--- src/rtl/preg_pkg.sv ---
// rtl/preg_pkg.sv - state encoding and helpers for the skid pipeline stage register
package preg_pkg;

    typedef enum logic [1:0] {
        PREG_EMPTY = 2'd0,
        PREG_FULL  = 2'd1,
        PREG_SKID  = 2'd2
    } preg_state_t;

    // The unused encoding counts as empty, matching how the next-state logic treats it.
    function automatic logic [1:0] preg_occupancy(input preg_state_t s);
        case (s)
            PREG_FULL: preg_occupancy = 2'd1;
            PREG_SKID: preg_occupancy = 2'd2;
            default:   preg_occupancy = 2'd0;
        endcase
    endfunction

endpackage

--- src/rtl/preg_skid_stage.sv ---
// rtl/preg_skid_stage.sv - pipeline stage register with registered upstream ready and 2-entry skid
module preg_skid_stage
    import preg_pkg::*;
#(
    parameter int PAYLOAD_W      = 256,
    parameter bit CLEAR_ON_FLUSH = 1'b1
) (
    input  logic                 i_clk,
    input  logic                 i_arst,
    input  logic                 i_flush,
    input  logic                 i_valid,
    output logic                 o_ready,
    input  logic [PAYLOAD_W-1:0] i_data,
    output logic                 o_valid,
    input  logic                 i_ready,
    output logic [PAYLOAD_W-1:0] o_data,
    output logic [1:0]           o_occupancy
);

    preg_state_t          state_q, state_d;
    logic [PAYLOAD_W-1:0] main_q, main_d;
    logic [PAYLOAD_W-1:0] skid_q, skid_d;
    logic                 in_fire;
    logic                 out_fire;

    assign o_valid     = (state_q == PREG_FULL) || (state_q == PREG_SKID);
    assign o_ready     = (state_q != PREG_SKID);
    assign o_occupancy = preg_occupancy(state_q);
    assign o_data      = main_q;

    assign in_fire  = i_valid & o_ready;
    assign out_fire = o_valid & i_ready;

    always_comb begin
        state_d = state_q;
        main_d  = main_q;
        skid_d  = skid_q;
        if (i_flush) begin
            state_d = PREG_EMPTY;
            if (CLEAR_ON_FLUSH) begin
                main_d = '0;
                skid_d = '0;
            end
        end else begin
            case (state_q)
                PREG_FULL: begin
                    if (in_fire && out_fire) begin
                        main_d = i_data;
                    end else if (in_fire) begin
                        state_d = PREG_SKID;
                        skid_d  = i_data;
                    end else if (out_fire) begin
                        state_d = PREG_EMPTY;
                    end
                end
                PREG_SKID: begin
                    // Upstream is blocked here, so only the drain path exists.
                    if (out_fire) begin
                        state_d = PREG_FULL;
                        main_d  = skid_q;
                    end
                end
                default: begin
                    state_d = PREG_EMPTY;
                    if (in_fire) begin
                        state_d = PREG_FULL;
                        main_d  = i_data;
                    end
                end
            endcase
        end
    end

    always_ff @(posedge i_clk or posedge i_arst) begin
        if (i_arst) begin
            state_q <= PREG_EMPTY;
        end else begin
            state_q <= state_d;
        end
    end

    always_ff @(posedge i_clk or posedge i_arst) begin
        if (i_arst) begin
            main_q <= '0;
        end else begin
            main_q <= main_d;
        end
    end

    always_ff @(posedge i_clk or posedge i_arst) begin
        if (i_arst) begin
            skid_q <= '0;
        end else begin
            skid_q <= skid_d;
        end
    end

endmodule

--- config.mk ---
export PLATFORM = sky130hd
export DESIGN_NAME = preg_skid_stage
export DESIGN_NICKNAME = d
export VERILOG_FILES = /design/src/rtl/preg_pkg.sv /design/src/rtl/preg_skid_stage.sv
export SDC_FILE = /design/constraint.sdc
export NUM_CORES = 1
export LEC_CHECK = 0
export BUFFER_PORTS_ARGS = -buffer_cell sky130_fd_sc_hd__buf_4
export CAP_MARGIN = 15
export CORE_ASPECT_RATIO = 0.8
export CORE_MARGIN = 2
export CORE_UTILIZATION = 45
export DETAILED_ROUTE_END_ITERATION = 16
export PLACE_DENSITY_LB_ADDON = 0.3
export SYNTH_ARGS = -nofsm -noshare
export SYNTH_HDL_FRONTEND = slang
export SYNTH_SLANG_ARGS = --single-unit
--- constraint.sdc ---
create_clock -name i_clk -period 16.9 [get_ports i_clk]
set_input_delay 0.845 -clock i_clk [delete_from_list [all_inputs] [get_ports i_clk]]
set_output_delay 0.845 -clock i_clk [all_outputs]
set_load 0.005 [all_outputs]
Word level (Yosys, flattened, before mapping):

Cells that the tools add are included.

* memories kept: 0
* input port bits: 261
* memory bits (read-only): 0
* bits in latches: 0
* word-level logic and storage cells: 37
* output and inout bits: 260
* bits in writable memories: 0
* flip-flop bits (word level): 514

* $mul: 0
* $add $sub $neg: 0
* muxes and demuxes: 16
* $lt $le $gt $ge: 0
* shift operators: 0
* div/mod/pow operators: 0
* reduce and logical (&&, ||, !) cells: 8
* bitwise gates (word level): 2
* eq/ne operators: 8

Operator list (number)
* two-way mux 256 bit: 7
* one-hot mux 256 bit (2 select lines): 1
* two-way mux 2 bit: 5
* AND reduction 3 bit: 3
* one-hot mux 2 bit (2 select lines): 2
* inequality test 3 bit (second input constant): 2
* inequality test 2 bit (second input constant): 2
* inequality test 4 bit (second input constant): 1
* nonzero test 2 bit: 2
* nonzero test 4 bit: 1
* inequality test 3 x 2 -> 1 bit (second input constant): 1
* bitwise AND 1 bit: 2
* equality test 2 x 1 -> 1 bit (second input constant): 1
* equality test 2 bit (second input constant): 1
* logical AND 1 bit: 1
* logical OR 1 bit: 1
* two-way mux 1 bit: 1

Longest topological paths before layout:

Gate-level depths: netlist of run 1.

* depth after elaboration: 8
* gate-level depth with buffers: 9
* mapped depth without buffers: 6

Worst setup path before layout of run 1:

Ideal clock, no wire load.

* kind: reg2out
* start: reg state_q[0]
* end: out o_ready
* required time: 16.055 ns
* stages on the path, launching flop included: 7
* arrival time: 1.324 ns
* buffers on the path: 3
* setup slack: 14.731 ns
* cell sequence: dfrtp_1 > inv_1 > ha_1 > buf_4 > buf_2 > buf_2 > inv_1

* word-level cells in the longest chain between the ends: 1

Ends and longest elaborated chain
* start: declaration: line preg_skid_stage.sv:20 `preg_state_t state_q, state_d;`
* start signal: assignment: line preg_skid_stage.sv:78 `state_q <= state_d;`
* inequality test 2 bit: line preg_skid_stage.sv:27 `assign o_ready = (state_q != PREG_SKID);`
* end: declaration: line preg_skid_stage.sv:12 `output logic o_ready,`

Every way passes these cells.

Final worst setup path of run 1:

* start: reg state_q[0]
* end: reg main_q[82] (netlist: o_data[82])

* word-level cells in the longest chain between the ends: 6
* elaborated cells between the ends (all ways): 13
* classes of those cells: eq/ne: 5; mux: 2; bitwise: 2; reduce/logical: 4

Ends and longest elaborated chain
* equality test 2 x 1 -> 1 bit / equality test 2 bit (equally long branches): line preg_skid_stage.sv:26, preg_skid_stage.sv:45
* logical OR 1 bit: line preg_skid_stage.sv:26 `assign o_valid = (state_q == PREG_FULL) || (state_q == PREG_SKID);`
* bitwise AND 1 bit: line preg_skid_stage.sv:32 `assign out_fire = o_valid & i_ready;`
* logical AND 1 bit: line preg_skid_stage.sv:47 `if (in_fire && out_fire) begin`
* inequality test 3 x 2 -> 1 bit (no line)
* AND reduction 3 bit (no line)
* end signal: assignment: line preg_skid_stage.sv:86 `main_q <= main_d;`
* end: declaration: line preg_skid_stage.sv:21 `logic [PAYLOAD_W-1:0] main_q, main_d;`

Parallel ways exist; a longest one is shown, timed or not.
A chain may end at the register's enable or synchronous reset.

==> metrics.md, run 1 <==
| Metric | Value |
|---|---|
| Initial Utilization | 0.4545 |
| Critical path type | reg2reg |
| First-pass GRT wire length | roughly 110000 µm |
| CP max-delay cell | buf_4 |
| Vias | approximately 20k |
| Post-CTS setup buffers | 0 |
| Layout cells sized above 1 | 0.3206 |
| Max VDD drop | 0.08349 mV |
| Max cap viols | 0 |
| Ys Warns | 0 |
| Vias in the first global route | 19.88k |
| Post-DRT Antenna Nets | 0 |
| Most frequent CP cell | buf_4 |
| Overall global routing resource usage | 0.2530 |
| Setup Viol. Count Final | 0 |
| Pin count of the biggest net entering global routing | approximately 170 |
| Worst-case clock buffer depth | 3 |
| Power density over the cells | ~110 nW/µm² |
| Clk_skew | around 0.022 ns |
| Die Wd | ~260 µm |
| CP startpoint kind | flop |
| Combinational Power Share | 0.241 |
| Mean Syn Cell Area | about 11 µm² |
| Synthesized area | 24420 µm² |
| Post-route setup TNS | 0 ns |
| Initial antenna violation count | 9 |
| Worst-path cell chain | inv_1 > ha_4 > buf_4 > buf_4 > mux2i_1 > a211oi_2 |
| Die Y-Extent | roughly 210 µm |
| Num rows | 76 |
| Die area | 56150 µm² |
| Number of top-level pins | 521 |
| R2R setup slack | approximately 13 ns |
| Most frequent cells in the layout | 546 x buf_4, 514 x dfrtp_1, 513 x nand2_1, 259 x a21oi_1, 257 x nor3_1 |
| Worst EP arrival | 4.36 ns |
| Reg2reg path depth | 6 |
| CTS H-Tree Depth | 2 |
| Period utilization | 0.2343 |
| Share of the yosys chip area belonging to registers | 0.5268 |
| CP peak stage delay | 0.96 ns |
| Met2 usage | 0.3949 |
| Commonest non-fill, non-tap cell in the layout | buf_4 |
| Clk root buf | clkbuf_16 |
| Core Footprint | 53730 µm² |
| Worst-Skew Late Latency | between 0.5 and 0.6 ns |
| Post-Syn Instances | 2308 |
| FF+latch count, synth | 514 |
| Static Leak | approximately 12 nW |
| Met3 global-route usage | 0.05513 |
| CP Max Fanout | 59 |
| HP Class | in2async |
| Final wirelength | 73120 µm |
| Synth unique cells | 24 |
| Share of power burned in registers | 0.422 |
| Fin. Hold Viols | 0 |
| CTS tree | done |
| Final HPWL DP | 44840 µm |
| DR iter-0 viols | 1707 |
| Hold Buf Count CTS | 0 |
| Synthesized net count | approximately 2.6k |
| Overflow after GRT | 0 |
| Fin. max-slew vios | 0 |
| Reg-to-Reg Start | state_q[0]$_DFFE_PP0P_ |
| Met1 Usage GRT | 0.3420 |
| # resized after CTS | 0 |
| Max-slew headroom | 0.2050 |
| Nets | 2948 |
| Buffers on Ports | 520 |
| Sw frac | 0.3070 |
| Clk network pwr share | 0.337 |
| Hold slack | between 0.3 and 0.4 ns |
| Via density | around 5.7 |
| TritonCTS Buffers | 53 |
| Worst EP required | roughly 17 ns |
| Synth-to-layout area growth | 23.04% |
| Pin slew with the least headroom to its limit | between 1 and 1.5 ns |
| Wirelength per Cell | 21.34 µm |
| Status | finished, final reports clean |
| Switching Power | between 1 and 1.5 mW |
| Fmax | 252.5 MHz |
| Clk pin slew, worst setup/hold paths | ~0.06 ns |
| P_int | 2.388 mW |
| FF-to-FF End | o_data[82]$_DFFE_PP0P_ |
| # clock sinks | ~500 |
| GPL Wtd Cong | ~0.83 |
| RSZ-0062 raised after global routing | no |
| CP endpoint kind | flop |
| Crit path time final | ~4.0 ns |
| DRC viols | 0 |
| Drt pass-1 iters | 5 |
| GR peak layer | met2 |
-- power by group through the flow --
| stage | clock, mW | combinational, mW | sequential (mW) |
|---|---|---|---|
| 3_3_place_gp | 0 | 0.818 | 1.47 |
| 2_1_floorplan | 0 | 0.495 | 1.46 |
| 4_1_cts | 1.19 | 0.837 | 1.45 |
| 6_report | 1.16 | 0.831 | 1.46 |
| 5_1_grt | 1.24 | 0.898 | 1.47 |
| 3_5_place_dp | 0 | 0.834 | 1.47 |
-- Yosys cell counts --
cell type / n / share of area
a2111oi_0: 1 / 0.00036
a211oi_1: 17 / 0.0052
a211oi_2: 241 / 0.12
a21oi_1: 259 / 0.053
a21oi_2: 1 / 0.00036
a32o_1: 1 / 0.00041
and2b_1: 1 / 0.00031
and3_1: 1 / 0.00026
buf_1: 1 / 0.00015
buf_2: 76 / 0.016
buf_4: 2 / 0.00061
buf_6: 27 / 0.012
clkbuf_1: 123 / 0.019
dfrtp_1: 514 / 0.53
ha_1: 4 / 0.0020
inv_1: 6 / 0.00092
mux2i_1: 256 / 0.10
nand2_1: 513 / 0.079
nand2b_4: 2 / 0.0011
nand3_1: 1 / 0.00020
nor3_1: 257 / 0.053
nor4_1: 1 / 0.00026
or2_1: 1 / 0.00026
xnor2_1: 2 / 0.00072
-- how the worst max path moves through the flow --
| stage | start | cells past startpoint | slack, ns | to |
|---|---|---|---|---|
| finish | state_q[0]$_DFFE_PP0P_ | 6 | 12.94 | o_data[82]$_DFFE_PP0P_ |
| floorplan | i_arst | 1 | 1.70 | o_data[0]$_DFFE_PP0P_ |
| detailed placement | i_flush | 5 | 12.50 | o_data[243]$_DFFE_PP0P_ |
| global route | state_q[0]$_DFFE_PP0P_ | 6 | 12.80 | o_data[82]$_DFFE_PP0P_ |
| global placement | i_flush | 5 | 12.62 | skid_q[9]$_DFFE_PP0P_ |
| CTS | state_q[0]$_DFFE_PP0P_ | 6 | 12.98 | o_data[82]$_DFFE_PP0P_ |
-- layout make-up --
cell class,instances,area (µm²)
Inverter,6,30.03
Timing Repair Buffer,549,4154
Sequential cell,514,12860
Multi-Input combinational cell,1559,10420
Fill cell,4513,23680
Clock buffer,83,1582
Antenna cell,5,12.51
Clock inverter,9,108.9
Tap cell,702,878.3
-- cells by family (layout without fill, tap and decap cells) --
group,Yosys count,in the layout,synth area share
compound gates,520,520,0.1829
xor+xnor,2,2,0.0007175
fa+ha+maj,4,4,0.002050
buf+inv,235,647,0.04863
flops,514,514,0.5268
mux,256,256,0.1049
other cells,0,5,0
simple gates,777,777,0.1339
-- layer usage --
| metal | routed length (µm) | vias up |
|---|---|---|
| met5 | 50 | - |
| met4 | 3214 | 8 |
| met3 | 4373 | 180 |
| met2 | 34380 | 599 |
| met1 | 31110 | 9934 |
| li1 | - | 8871 |
-- registers in the layout, summed over array words and instances, names as in the netlist --
signal / count
state_q: 2
o_data: 256
skid_q: 256
-- through the flow --
step           worst slack [ns]  instance area (µm²)  std cells  utilization  total power [mW]
2_1_floorplan             1.698                24420       2308            -             1.959
3_3_place_gp              12.62                28340       3330       0.5275             2.286
3_5_place_dp              12.50                28340       3330       0.5275             2.309
4_1_cts                   12.98                30030       3422       0.5589             3.478
5_1_grt                   12.80                30040       3427       0.5592             3.605
6_report                  12.94                30040       3427       0.5592             3.446
-- critical path, delay by kind of cell, from the launching register on --
family	cells	cell delay, ns
buffers and inverters	3	1.95
adder cells (fa/ha/maj)	1	0.81
flip-flops	1	0.41
multiplexers	1	0.33
AO/OA/AOI/OAI	1	0.11
Note: power is estimated with default switching activity, not from simulation.
==> run 2, diff against run 1 <==
--- a/config.mk
+++ b/config.mk
@@ -5,6 +5,7 @@
 export SDC_FILE = /design/constraint.sdc
 export NUM_CORES = 1
 export LEC_CHECK = 0
+export ABC_AREA = 1
 export BUFFER_PORTS_ARGS = -buffer_cell sky130_fd_sc_hd__buf_4
 export CAP_MARGIN = 15
 export CORE_ASPECT_RATIO = 0.8
==> constraint.sdc (replaced) <==
create_clock -name i_clk -period 3.9 [get_ports i_clk]
set_input_delay 0.195 -clock i_clk [delete_from_list [all_inputs] [get_ports i_clk]]
set_output_delay 0.195 -clock i_clk [all_outputs]
set_load 0.005 [all_outputs]
==> metrics.md, run 2 <==
| Metric | Value |
|---|---|
| Status | finished, final reports clean |
| Clk network pwr share | 0.359 (+0.022) |
| Number of flops mapped to enable cells by yosys | 0 (unchanged) |
| CP endpoint kind | flop |
| Initial Utilization | 0.4554 (+0.0009242) |
| Die area | 53570 µm² (-4.6%) |
| TritonCTS Buffers | 52 (-1.9%) |
| Post-CTS setup buffers | 0 (unchanged) |
| Final HPWL DP | 45400 µm (+1.2%) |
| Switching Power | 4.027 mW (+280%) |
| Clk_skew | 0.02386 ns (+0.002073 ns) |
| First-pass GRT wire length | 122400 µm (+7.5%) |
| Synthesized net count | 3130 (+22%) |
| Worst EP required | 4.35 ns (-12.95 ns) |
| Period utilization | 0.6821 (+0.4479) |
| Reg2reg path depth | 8 (+2) |
| Post-synth ARST share | 1.000 (unchanged) |
| Num rows | 74 (-2.6%) |
| CP Max Fanout | 120 (+100%) |
| Worst EP arrival | 3.11 ns (-1.25 ns) |
| Placed insts | 3865 (+16%) |
| Crit path time final | 2.660 ns (-1.299 ns) |
| Clk pin slew, worst setup/hold paths | 0.06 ns (about the same) |
| Cell taking the most area after synthesis | dfrtp_1 |
| Most frequent cells in the layout | 780 x nand2_1, 550 x buf_4, 517 x nand3_1, 514 x dfrtp_1, 262 x nor2_1 |
| Top cell type's share of synthesized area | 0.5526 (+0.02585) |
| Worst-Skew Late Latency | 0.59 ns (about the same) |
| Synth unique cells | 19 (-21%) |
| FF+latch count, synth | 514 (unchanged) |
| Synth-to-layout area growth | 36.84% |
| DRC viols | 0 (unchanged) |
| RSZ-0062 raised after global routing | no |
| Fin cells | 4227 (+23%) |
| Nets | 3758 (+27%) |
| Sw frac | 0.2868 (-0.02026) |
| Overflow after GRT | 0 (unchanged) |
| Synth top cells by count | 782 x nand2_1, 517 x nand3_1, 514 x dfrtp_1, 262 x nor2_1, 258 x a21oi_1 |
| Post-Syn Instances | 2865 (+24%) |
| Combinational Power Share | 0.196 (-0.045) |
| FF-to-FF End | skid_q[181]$_DFFE_PP0P_ |
| Synthesized area | 23270 µm² (-4.7%) |
| Vias | 23.39k (+19%) |
| Via density | 5.533 (-3.2%) |
| Max cap viols | 0 (unchanged) |
| GPL Wtd Cong | 0.8632 (+3.6%) |
| Overall global routing resource usage | 0.2775 (+0.02442) |
| P_int | 10.02 mW (+320%) |
| Top post-synthesis cells by area | dfrtp_1 55%, nand2_1 13%, nand3_1 11% |
| Buffers on Ports | 520 (unchanged) |
| Share of the yosys chip area belonging to registers | 0.5526 (+0.02585) |
| HP Class | in2reg |
| Pin count of the biggest net entering global routing | 241 (+40%) |
| Number of top-level pins | 521 (unchanged) |
| CP endpoint | skid_q[181]$_DFFE_PP0P_ |
| Critical path type | reg2reg |
| Mean Syn Cell Area | 8.124 µm² (-23%) |
| Setup Viol. Count Final | 0 (unchanged) |
| Worst setup path startpoint | state_q[0]$_DFFE_PP0P_ |
| Worst-case clock buffer depth | 3 (unchanged) |
| Reg-to-Reg Start | state_q[0]$_DFFE_PP0P_ |
| CP startpoint kind | flop |
| Cell with the most instances after synthesis | nand2_1 |
| Wirelength per Cell | 18.10 µm (-15%) |
| Final wirelength | 76490 µm (+4.6%) |
| Ys Warns | 0 (unchanged) |
| Fin. max-slew vios | 0 (unchanged) |
| # clock sinks | 514 (unchanged) |
| Fmax | 375.9 MHz (+49%) |
| Drt pass-1 iters | 6 (+1) |
| Die Y-Extent | 207.4 µm (-2.3%) |
| R2R setup slack | 1.24 ns (-11.70 ns) |
| Die Wd | 258.3 µm (-2.3%) |
| Commonest non-fill, non-tap cell in the layout | nand2_1 |
| Post-DRT Antenna Nets | 0 (unchanged) |
| Pin slew with the least headroom to its limit | 1.267 ns (+0.07448 ns) |
| Core Footprint | 51110 µm² (-4.9%) |
| Initial antenna violation count | 5 (-4) |
| Power density over the cells | 440.9 nW/µm² (+280%) |
| Max-slew headroom | 0.1553 (-0.04965) |
| Layout cells sized above 1 | 0.1889 (-0.1317) |
| Share of power burned in registers | 0.445 (+0.023) |
| Vias in the first global route | 23.05k (+16%) |
| CTS H-Tree Depth | 2 (unchanged) |
| Max VDD drop | 0.3219 mV (+290%) |
| Clk root buf | clkbuf_16 |
| CTS tree | done |
| Hold slack | 0.04683 ns (-0.3505 ns) |
| Synth Flop Type | dfrtp_1 |
| Fin. Hold Viols | 0 (unchanged) |
| DR iter-0 viols | 2220 (+30%) |
| Static Leak | 16.60 nW (+34%) |
## run 2: power by group through the flow
| stage | Sequential (mW) | Clock, mW | Combinational (mW) |
|---|---|---|---|
| CTS | 6.24 | 5.13 | 2.73 |
| global placement | 6.31 | 0 | 2.46 |
| floorplan | 6.26 | 0 | 1.24 |
| finish | 6.25 | 5.05 | 2.75 |
| global route | 6.29 | 5.32 | 3.01 |
| detailed placement | 6.32 | 0 | 2.52 |
## run 2: worst max-delay path, cell delays in order, from the launching register on
cell and delay [ns]:
dfrtp_1 0.40, inv_1 0.09, ha_1 0.40, inv_2 0.09
nand2_2 0.13, nand3_4 0.56, buf_12 0.48, nand3_1 0.14
o21ai_0 0.14
## run 2: worst min path at each step
stage | to | startpoint | slack [ns] | cells past startpoint
5_1_grt | state_q[1]$_DFFE_PP0P_ | i_valid | 0.06 | 5
6_report | state_q[1]$_DFFE_PP0P_ | i_valid | 0.05 | 5
2_1_floorplan | skid_q[255]$_DFFE_PP0P_ | i_data[255] | 0.35 | 2
3_3_place_gp | o_data[2]$_DFFE_PP0P_ | i_arst | 0.45 | 2
4_1_cts | state_q[1]$_DFFE_PP0P_ | i_valid | 0.01 | 5
3_5_place_dp | o_data[1]$_DFFE_PP0P_ | i_arst | 0.45 | 2
## run 2: stage by stage
step | setup TNS [ns] | power, mW | instance area (µm²) | setup slack, ns | util
floorplan | -1683.50 | 7.497 | 23280 | -3.275 | -
global placement | 0 | 8.764 | 27520 | 1.447 | 0.5384
detailed placement | 0 | 8.833 | 27520 | 1.299 | 0.5384
CTS | 0 | 14.10 | 31830 | 1.291 | 0.6229
global route | 0 | 14.62 | 31850 | 1.109 | 0.6231
finish | 0 | 14.04 | 31850 | 1.240 | 0.6232
## run 2: layer usage
metal	GRT usage	up-vias	wire, µm
li1	-	10750	-
met1	0.3719	11290	31180
met2	0.4360	1114	36030
met3	0.05165	234	5809
met4	0.1343	0	3474
met5	0	-	0
## run 2: kinds of logic after synthesis
group / after synthesis / share of synthesized area
AOI/OAI and AO/OA: 515 / 0.1107
adders and majority gates: 4 / 0.002150
buffers and inverters: 264 / 0.05236
DFF: 514 / 0.5526
and+or+nand+nor: 1568 / 0.2821
## run 2: layout make-up
| class | count | area (µm²) |
|---|---|---|
| clock buffer | 82 | 1607 |
| inverter | 11 | 60.06 |
| clock inverter | 16 | 126.4 |
| antenna | 6 | 15.01 |
| sequential | 514 | 12860 |
| multi-input combinational | 2087 | 9231 |
| timing repair buffer | 827 | 7092 |
| fill | 4109 | 19260 |
| tap | 684 | 855.8 |
## run 2: timing repair
| item | in CTS | in global routing |
|---|---|---|
| hold buffers | 258 | 0 |
| hold endpoints to repair | 373 | 0 |
| gates resized for setup | 0 | 0 |
